===== config.mk =====
export PLATFORM = sky130hd
export DESIGN_NAME = pad_in_filter_flat
export DESIGN_NICKNAME = d
export VERILOG_FILES = /design/src/rtl/pad_in_filter_pkg.sv /design/src/rtl/pad_in_filter_if.sv /design/src/rtl/pad_in_filter_ch.sv /design/src/rtl/pad_in_filter.sv /design/src/flat_wrapper.sv
export SDC_FILE = /design/constraint.sdc
export NUM_CORES = 2
export LEC_CHECK = 0
export ABC_AREA = 1
export BUFFER_PORTS_ARGS = -buffer_cell sky130_fd_sc_hd__buf_2
export CORE_MARGIN = 2
export CORE_UTILIZATION = 60
export DETAILED_ROUTE_END_ITERATION = 8
export GPL_ROUTABILITY_DRIVEN = 0
export PLACE_DENSITY = 0.78
export SETUP_SLACK_MARGIN = 0.2
export SLEW_MARGIN = 20
export SYNTH_ARGS = -nofsm -noshare
export SYNTH_HDL_FRONTEND = slang
export SYNTH_SLANG_ARGS = --single-unit

===== constraint.sdc =====
create_clock -name clk_i -period 103.5 [get_ports clk_i]
set_input_delay 25.875 -clock clk_i [delete_from_list [all_inputs] [get_ports clk_i]]
set_output_delay 25.875 -clock clk_i [all_outputs]
set_load 0.005 [all_outputs]

===== src/rtl/pad_in_filter_pkg.sv =====
// Shared types and field positions for the pad input filter.
// Optional macro PAD_IN_FILTER_TIMESTAMP_EN adds the event timestamp registers.
package pad_in_filter_pkg;

  localparam int unsigned TS_W       = 16;
  localparam int unsigned CFG_DW     = 16;
  localparam int unsigned FILT_W_MAX = 8;
  localparam int unsigned EDGE_LSB   = 8;
  localparam int unsigned EDGE_MSB   = 9;
  localparam int unsigned IRQ_EN_BIT = 10;

  // Number of read-only addresses above N_IO (last one in use is N_IO + EXTRA_ADDRS).
`ifdef PAD_IN_FILTER_TIMESTAMP_EN
  localparam int unsigned EXTRA_ADDRS = 1;
`else
  localparam int unsigned EXTRA_ADDRS = 0;
`endif

  typedef enum logic [1:0] {
    EdgeNone = 2'b00,
    EdgeRise = 2'b01,
    EdgeFall = 2'b10,
    EdgeBoth = 2'b11
  } edge_mode_e;

  typedef struct packed {
    logic                  irq_en;
    edge_mode_e            edge_mode;
    logic [FILT_W_MAX-1:0] filt_len;
  } cfg_t;

  // Register image as seen on the config port; reserved bits read 0.
  function automatic logic [CFG_DW-1:0] cfg_pack(cfg_t c);
    logic [CFG_DW-1:0] r;
    r                     = '0;
    r[FILT_W_MAX-1:0]     = c.filt_len;
    r[EDGE_MSB:EDGE_LSB]  = c.edge_mode;
    r[IRQ_EN_BIT]         = c.irq_en;
    return r;
  endfunction

endpackage


===== src/rtl/pad_in_filter_if.sv =====
// Config register port: request with no backpressure, response one cycle later.
interface pad_in_filter_if #(
  parameter int unsigned AW = 6
);
  logic          cfg_valid;
  logic          cfg_we;
  logic [AW-1:0] cfg_addr;
  logic [15:0]   cfg_wdata;
  logic          cfg_rvalid;
  logic [15:0]   cfg_rdata;
  logic          cfg_err;

  modport master (
    output cfg_valid, cfg_we, cfg_addr, cfg_wdata,
    input  cfg_rvalid, cfg_rdata, cfg_err
  );

  modport slave (
    input  cfg_valid, cfg_we, cfg_addr, cfg_wdata,
    output cfg_rvalid, cfg_rdata, cfg_err
  );
endinterface


===== src/rtl/pad_in_filter_ch.sv =====
// One pad: 2-flop synchroniser, deglitch counter, edge detect and sticky event.
module pad_in_filter_ch
  import pad_in_filter_pkg::*;
#(
  parameter int unsigned FILT_W = 8
) (
  input  logic clk_i,
  input  logic rst_i,
  input  logic pad_i,
  input  cfg_t cfg_i,
  input  logic cnt_clr_i,
  input  logic evt_clr_i,
  output logic pad_o,
  output logic evt_o,
  output logic evt_set_o
);

  logic              s1_q, s2_q;
  logic              lvl_q, lvl_d;
  logic              prev_q;
  logic              evt_q, evt_d;
  logic [FILT_W-1:0] cnt_q, cnt_d;
  logic [FILT_W-1:0] len;

  assign len = cfg_i.filt_len[FILT_W-1:0];

  // Deglitch: a new level must be held for len+1 samples of s2 before it is taken.
  always_comb begin
    lvl_d = lvl_q;
    cnt_d = cnt_q;
    if (cnt_clr_i) begin
      // A config write restarts qualification under the new length.
      cnt_d = '0;
    end else if (s2_q == lvl_q) begin
      cnt_d = '0;
    end else if (cnt_q == len) begin
      lvl_d = s2_q;
      cnt_d = '0;
    end else if (cnt_q != '1) begin
      cnt_d = cnt_q + 1'b1;
    end
  end

  // Edge detect on the filtered level; set beats a same-cycle clear.
  always_comb begin
    evt_set_o = 1'b0;
    unique case (cfg_i.edge_mode)
      EdgeNone: evt_set_o = 1'b0;
      EdgeRise: evt_set_o = lvl_q & ~prev_q;
      EdgeFall: evt_set_o = ~lvl_q & prev_q;
      EdgeBoth: evt_set_o = lvl_q ^ prev_q;
    endcase
    evt_d = evt_set_o | (evt_q & ~evt_clr_i);
  end

  // Pad state registers.
  always_ff @(posedge clk_i or posedge rst_i) begin
    if (rst_i) begin
      s1_q   <= 1'b0;
      s2_q   <= 1'b0;
      lvl_q  <= 1'b0;
      prev_q <= 1'b0;
      evt_q  <= 1'b0;
      cnt_q  <= '0;
    end else begin
      s1_q   <= pad_i;
      s2_q   <= s1_q;
      lvl_q  <= lvl_d;
      prev_q <= lvl_q;
      evt_q  <= evt_d;
      cnt_q  <= cnt_d;
    end
  end

  assign pad_o = lvl_q;
  assign evt_o = evt_q;

endmodule


===== src/rtl/pad_in_filter.sv =====
// Pad input filter: per-pad sync/deglitch/edge events, config register file and irq.
// Define PAD_IN_FILTER_TIMESTAMP_EN to add the event timestamp (addr N_IO) and
// event pad index (addr N_IO+1) read-only registers.
module pad_in_filter
  import pad_in_filter_pkg::*;
#(
  parameter int unsigned N_IO   = 50,
  parameter int unsigned FILT_W = 8,
  parameter int unsigned AW     = $clog2(N_IO + 1 + EXTRA_ADDRS)
) (
  input  logic            clk_i,
  input  logic            rst_i,
  input  logic [N_IO-1:0] pad_in_i,
  output logic [N_IO-1:0] pad_in_o,
  output logic [N_IO-1:0] evt_o,
  input  logic [N_IO-1:0] evt_clr_i,
  output logic            irq_o,
  pad_in_filter_if.slave  cfg
);

  localparam logic [AW-1:0]         N_IO_A   = AW'(N_IO);
  localparam logic [FILT_W_MAX-1:0] LEN_MASK = FILT_W_MAX'((1 << FILT_W) - 1);

  cfg_t              cfg_q [N_IO];
  cfg_t              wr_cfg, rd_cfg;
  logic [N_IO-1:0]   wr_sel, evt_set, irq_en;
  logic              rvalid_q, err_q, err_d;
  logic [CFG_DW-1:0] rdata_q, rdata_d;
  logic              unused_wdata;

  assign unused_wdata = ^cfg.cfg_wdata[CFG_DW-1:IRQ_EN_BIT+1];

  // Decode the write data and the per-pad write strobes; read mux of the register file.
  always_comb begin
    wr_cfg.filt_len  = cfg.cfg_wdata[FILT_W_MAX-1:0] & LEN_MASK;
    wr_cfg.edge_mode = edge_mode_e'(cfg.cfg_wdata[EDGE_MSB:EDGE_LSB]);
    wr_cfg.irq_en    = cfg.cfg_wdata[IRQ_EN_BIT];
    rd_cfg           = '0;
    for (int i = 0; i < N_IO; i++) begin
      wr_sel[i] = cfg.cfg_valid & cfg.cfg_we & (cfg.cfg_addr == AW'(i));
      if (cfg.cfg_addr == AW'(i)) rd_cfg = cfg_q[i];
    end
  end

  // Config register file.
  always_ff @(posedge clk_i or posedge rst_i) begin
    if (rst_i) begin
      for (int i = 0; i < N_IO; i++) cfg_q[i] <= '0;
    end else begin
      for (int i = 0; i < N_IO; i++) if (wr_sel[i]) cfg_q[i] <= wr_cfg;
    end
  end

`ifdef PAD_IN_FILTER_TIMESTAMP_EN
  localparam int unsigned IDX_W = (N_IO > 1) ? $clog2(N_IO) : 1;

  logic [TS_W-1:0]  ts_cnt_q, ts_q;
  logic [IDX_W-1:0] ts_idx_q, idx_d;

  // Lowest-index pad raising an event this cycle.
  always_comb begin
    idx_d = '0;
    for (int i = N_IO - 1; i >= 0; i--) if (evt_set[i]) idx_d = IDX_W'(i);
  end

  // Free-running cycle counter and event timestamp capture.
  always_ff @(posedge clk_i or posedge rst_i) begin
    if (rst_i) begin
      ts_cnt_q <= '0;
      ts_q     <= '0;
      ts_idx_q <= '0;
    end else begin
      ts_cnt_q <= ts_cnt_q + 1'b1;
      if (|evt_set) begin
        ts_q     <= ts_cnt_q;
        ts_idx_q <= idx_d;
      end
    end
  end
`else
  logic unused_evt_set;
  assign unused_evt_set = ^evt_set;
`endif

  // Response for this cycle's request; reads see the register before any write.
  always_comb begin
    rdata_d = '0;
    err_d   = 1'b0;
    if (cfg.cfg_valid) begin
      if (cfg.cfg_addr < N_IO_A) begin
        if (!cfg.cfg_we) rdata_d = cfg_pack(rd_cfg);
`ifdef PAD_IN_FILTER_TIMESTAMP_EN
      end else if (cfg.cfg_addr == N_IO_A) begin
        if (!cfg.cfg_we) rdata_d = ts_q;
      end else if (cfg.cfg_addr == AW'(N_IO + 1)) begin
        if (!cfg.cfg_we) rdata_d = CFG_DW'(ts_idx_q);
`endif
      end else begin
        err_d = 1'b1;
      end
    end
  end

  // Registered response.
  always_ff @(posedge clk_i or posedge rst_i) begin
    if (rst_i) begin
      rvalid_q <= 1'b0;
      rdata_q  <= '0;
      err_q    <= 1'b0;
    end else begin
      rvalid_q <= cfg.cfg_valid;
      rdata_q  <= rdata_d;
      err_q    <= err_d;
    end
  end

  assign cfg.cfg_rvalid = rvalid_q;
  assign cfg.cfg_rdata  = rdata_q;
  assign cfg.cfg_err    = err_q;

  for (genvar g = 0; g < N_IO; g++) begin : g_ch
    pad_in_filter_ch #(
      .FILT_W (FILT_W)
    ) u_ch (
      .clk_i     (clk_i),
      .rst_i     (rst_i),
      .pad_i     (pad_in_i[g]),
      .cfg_i     (cfg_q[g]),
      .cnt_clr_i (wr_sel[g]),
      .evt_clr_i (evt_clr_i[g]),
      .pad_o     (pad_in_o[g]),
      .evt_o     (evt_o[g]),
      .evt_set_o (evt_set[g])
    );
    assign irq_en[g] = cfg_q[g].irq_en;
  end

  assign irq_o = |(evt_o & irq_en);

endmodule


===== src/flat_wrapper.sv =====
// flat-port wrapper written by rule: the top's interface ports become plain ports
module pad_in_filter_flat import pad_in_filter_pkg::*;
#(
  parameter int unsigned N_IO   = 50,
  parameter int unsigned FILT_W = 8,
  parameter int unsigned AW     = $clog2(N_IO + 1 + EXTRA_ADDRS)
)
  (clk_i, rst_i, pad_in_i, pad_in_o, evt_o, evt_clr_i, irq_o, cfg_cfg_valid, cfg_cfg_we, cfg_cfg_addr, cfg_cfg_wdata, cfg_cfg_rvalid, cfg_cfg_rdata, cfg_cfg_err);
  pad_in_filter_if #(.AW(AW)) cfg_i ();
  input  logic clk_i;
  input  logic rst_i;
  input  logic [N_IO-1:0] pad_in_i;
  output logic [N_IO-1:0] pad_in_o;
  output logic [N_IO-1:0] evt_o;
  input  logic [N_IO-1:0] evt_clr_i;
  output logic irq_o;
  input wire logic [$bits(cfg_i.cfg_valid)-1:0] cfg_cfg_valid;
  input wire logic [$bits(cfg_i.cfg_we)-1:0] cfg_cfg_we;
  input wire logic [$bits(cfg_i.cfg_addr)-1:0] cfg_cfg_addr;
  input wire logic [$bits(cfg_i.cfg_wdata)-1:0] cfg_cfg_wdata;
  output wire logic [$bits(cfg_i.cfg_rvalid)-1:0] cfg_cfg_rvalid;
  output wire logic [$bits(cfg_i.cfg_rdata)-1:0] cfg_cfg_rdata;
  output wire logic [$bits(cfg_i.cfg_err)-1:0] cfg_cfg_err;
  assign cfg_i.cfg_valid = cfg_cfg_valid;
  assign cfg_i.cfg_we = cfg_cfg_we;
  assign cfg_i.cfg_addr = cfg_cfg_addr;
  assign cfg_i.cfg_wdata = cfg_cfg_wdata;
  assign cfg_cfg_rvalid = cfg_i.cfg_rvalid;
  assign cfg_cfg_rdata = cfg_i.cfg_rdata;
  assign cfg_cfg_err = cfg_i.cfg_err;
  pad_in_filter #(.N_IO(N_IO), .FILT_W(FILT_W), .AW(AW)) u_core (.clk_i(clk_i), .rst_i(rst_i), .pad_in_i(pad_in_i), .pad_in_o(pad_in_o), .evt_o(evt_o), .evt_clr_i(evt_clr_i), .irq_o(irq_o), .cfg(cfg_i));
endmodule

==> results.toml <==
[clock_tree]
cts_setup_buffers = 0
cts_resized = 0
clock_sinks = 1213
holdBufCountCts = 0
cts_buffer_depth = 3
cts_buffers = 131
clk_pin_slew_worst_paths_ns = 0.06
cts_tree = "done"
clock_latency_ns = 0.75
cts-root-buf = "clkbuf_16"
htreeDepth = 4

[sta]
rsz0062_at_grt = "false"
max-slew-margin-rel_pct = 26.7
setup_tns_ns = 0
fin_crit_sh_pct = 29.9
skew_ns = 0.0284
post-route-min-period_ns = 30.99
worst_pin_slew_ns = 1.10
hold_viol_final = 0
report.final.slew_viol_count = 0
clock.fmax_ghz = 0.0323
setup_viol = 0

[pwr]
powerDensity_nw_per_um2 = 19.2
p_int_uw = 891
switchingPower_uw = 396
comb_power_share_pct = 17.7
total_power_mw = 1.29
cellLeakagePower_nw = 30.4
ir_drop_mv = 0.0169
p_seq_share_pct = 45.6
p_clk_share_pct = 36.7
swShare_pct = 30.8

[detailed_routing]
viasPerCell = 5.79
drc = 0
vias = 51317
post_drt_wl_per_cell_um = 19.1
drt_first_pass_iters = 8
ant_nets = 0
routed_wl_mm = 169
drt_iter0_drc = 5305

[worst_hold_path]
hold_start = "u_core.g_ch[19].u_ch.s1_q"
whs_path_depth = 0
hold_path_class = "reg2reg"
worstHoldEndpoint = "u_core.g_ch[19].u_ch.s2_q"

[floorplan]
ioPinCount = 245
die_y_um = 322
dieWidth_um = 322
initial_core_util_pct = 60.6
num_rows = 116
core-area_sq_um = 100000
dieArea_sq_um = 104000

[placement]
port_buffers = 234
dp.cells = 8632
hpwl_mm = 118
postPlaceCellArea_sq_um = 62500

[grt]
grt_pass1_vias = 49401
grt_antenna_before_repair = 9
grt_max_degree = 186
gr-total-overflow = 0
globalRouteTotalUtil_pct = 33.0
grt_pass1_wl_mm = 268

[logic_synthesis]
syn_area_sq_um = 60800
synthTopCellsByArea = "dfrtp_1 50%, nand2_1 11%, o21ai_0 5.6%"
synth_top_area_share_pct = 49.9
synth.largest_area_cell = "dfrtp_1"
ys_types = 49
ys_ff_latch = 1213
synth_ff_type = "dfrtp_1"
async_flop_share_pct = 100
syn_area_per_cell_sq_um = 8.33
syn_inst = 7291
synth_edf_count = 0
ys_seq_area_share_pct = 49.9
synth_warnings = 0

[finish]
regArea_sq_um = 30400
areaGrowthSynthToFinish_pct = 10.1
fill_cells = 7916
multi_input_area_sq_um = 25900
final_util_pct = 66.7
instances_no_fill = 8869
num-nets-final = 7684
drive_gt1_share_pct = 8.09
final_cell_area_sq_um = 66900

[setup_path]
cpPeakStageDelay_ns = 0.42
crit_fanout = 13
arrival_ns = 31.63
cp-start-kind = "primary input"
reg2reg_from = "u_core.cfg_q[537]"
r2r_cells = 28
crit_type = "in2reg"
crit_slowest_cell = "nand2_1"
r2r_setup_slack_ns = 98.08
cpMostUsedCell = "nand4_1"
rr_endpoint = "u_core.cfg.cfg_rdata[9]"
cp-end-kind = "flip-flop"
cp.required_ns = 104.14

[run_status]
status = "finished, final reports clean"

[job]
max-cap-violations = 0
## through the flow
stage,hold slack (ns),worst slack [ns]
2_1_floorplan,0.331,43.45
3_3_place_gp,0.332,71.94
3_5_place_dp,0.335,71.93
4_1_cts,0.343,72.69
5_1_grt,0.349,72.51
6_report,0.332,72.51
## routing by layer
metal | global-route usage (%) | up-vias | wire length, um
met2 | 51.8 | 2192 | 77400
met3 | 6.01 | 506 | 14100
met5 | 0 | - | 92
met1 | 44.2 | 24634 | 68600
met4 | 16.5 | 14 | 9220
li1 | - | 23971 | -
## placed cells by master, fill, tap and decap left out, types with 15 or more instances in the layout
cell type | synthesis | layout
ha_1 | 150 | 150
nand2_1 | 1800 | 1800
o21a_1 | 42 | 42
nand3_1 | 262 | 262
nor3_1 | 166 | 165
xnor2_1 | 254 | 254
nor3b_1 | 16 | 16
clkinv_2 | 0 | 21
o21ai_0 | 677 | 677
inv_2 | 9 | 15
a31oi_1 | 36 | 36
buf_2 | 7 | 234
dfrtp_1 | 1213 | 1213
nor4_1 | 79 | 79
or2_2 | 72 | 72
nand4_1 | 184 | 184
a211oi_1 | 71 | 71
a21oi_1 | 251 | 251
clkbuf_8 | 0 | 28
clkbuf_1 | 191 | 34
nand3b_1 | 42 | 42
nor2_1 | 573 | 571
o211ai_1 | 98 | 98
buf_4 | 107 | 53
clkbuf_16 | 0 | 137
inv_1 | 774 | 762
xor2_1 | 103 | 103
o21bai_1 | 17 | 17
## worst max-delay path: cells and delay by family
kind / cells / cell delay (ns)
buf+inv: 4 / 0.46
compound gates: 1 / 0.13
simple gates: 27 / 5.12
## cells by family after synthesis
logic type      count (synthesis)  share of synthesized area (%)
simple gates                 3232                           22.8
flops                        1213                           49.9
buf+inv                      1095                           7.46
xor+xnor                      357                           5.15
fa+ha+maj                     150                           3.09
other cells                     1                        0.00617
mux                            11                          0.204
compound gates               1232                           11.4
## synthesized netlist by cell type (2+ instances only)
library cell,number
a211oi_1,71
a21boi_0,8
a21oi_1,251
a221oi_1,9
a22o_1,3
a31oi_1,36
and2_1,9
and3_1,11
buf_1,4
buf_2,7
buf_4,107
clkbuf_1,191
dfrtp_1,1213
ha_1,150
inv_1,774
inv_2,9
mux2_2,11
nand2_1,1800
nand2_2,2
nand3_1,262
nand3b_1,42
nand4_1,184
nor2_1,573
nor2_2,7
nor2_4,2
nor3_1,166
nor3b_1,16
nor4_1,79
o2111ai_1,3
o211a_1,6
o211ai_1,98
o21a_1,42
o21ai_0,677
o21bai_1,17
o22ai_1,7
or2_0,4
or2_1,2
or2_2,72
xnor2_1,254
xor2_1,103
## worst max-delay path by stage
| stage | start | end | depth (start not counted) |
|---|---|---|---|
| after floorplan | rst_i | u_core.cfg.cfg_err | 1 |
| after global placement | cfg_cfg_addr[2] | u_core.cfg.cfg_rdata[9] | 32 |
| after detailed placement | cfg_cfg_addr[2] | u_core.cfg.cfg_rdata[9] | 32 |
| after CTS | cfg_cfg_addr[2] | u_core.cfg.cfg_rdata[9] | 32 |
| after global routing | cfg_cfg_addr[5] | u_core.cfg.cfg_rdata[8] | 30 |
| final | cfg_cfg_addr[0] | u_core.cfg.cfg_rdata[9] | 32 |
## cell type report
| type | count | share of cell area, % |
|---|---|---|
| diodes | 1 | 0.00374 |
| clock buffers | 199 | 5.89 |
| clock inverters | 37 | 0.589 |
| inverters | 785 | 4.42 |
| multi-input cells | 4987 | 38.7 |
| flip-flops and latches | 1213 | 45.4 |
| well taps | 1357 | 2.54 |
| repair buffers | 290 | 2.44 |
## sequential cells by signal, indices dropped and copies added (netlist names)
name                     cells
u_core.g_ch.u_ch.evt_o      50
u_core.cfg_q               550
u_core.cfg.cfg_err           1
u_core.g_ch.u_ch.s1_q       50
u_core.cfg.cfg_rvalid        1
u_core.g_ch.u_ch.pad_o      50
u_core.g_ch.u_ch.s2_q       50
u_core.cfg.cfg_rdata        11
u_core.g_ch.u_ch.prev_q     50
u_core.g_ch.u_ch.cnt_q     400
## power by group through the flow
stage	Clock, mW	Combinational (mW)	Sequential [mW]
global route	0.499	0.261	0.594
floorplan	0	0.173	0.577
finish	0.473	0.228	0.586
detailed placement	0	0.225	0.593
global placement	0	0.215	0.590
CTS	0.477	0.228	0.585
Note: power is estimated with default switching activity, not from simulation.
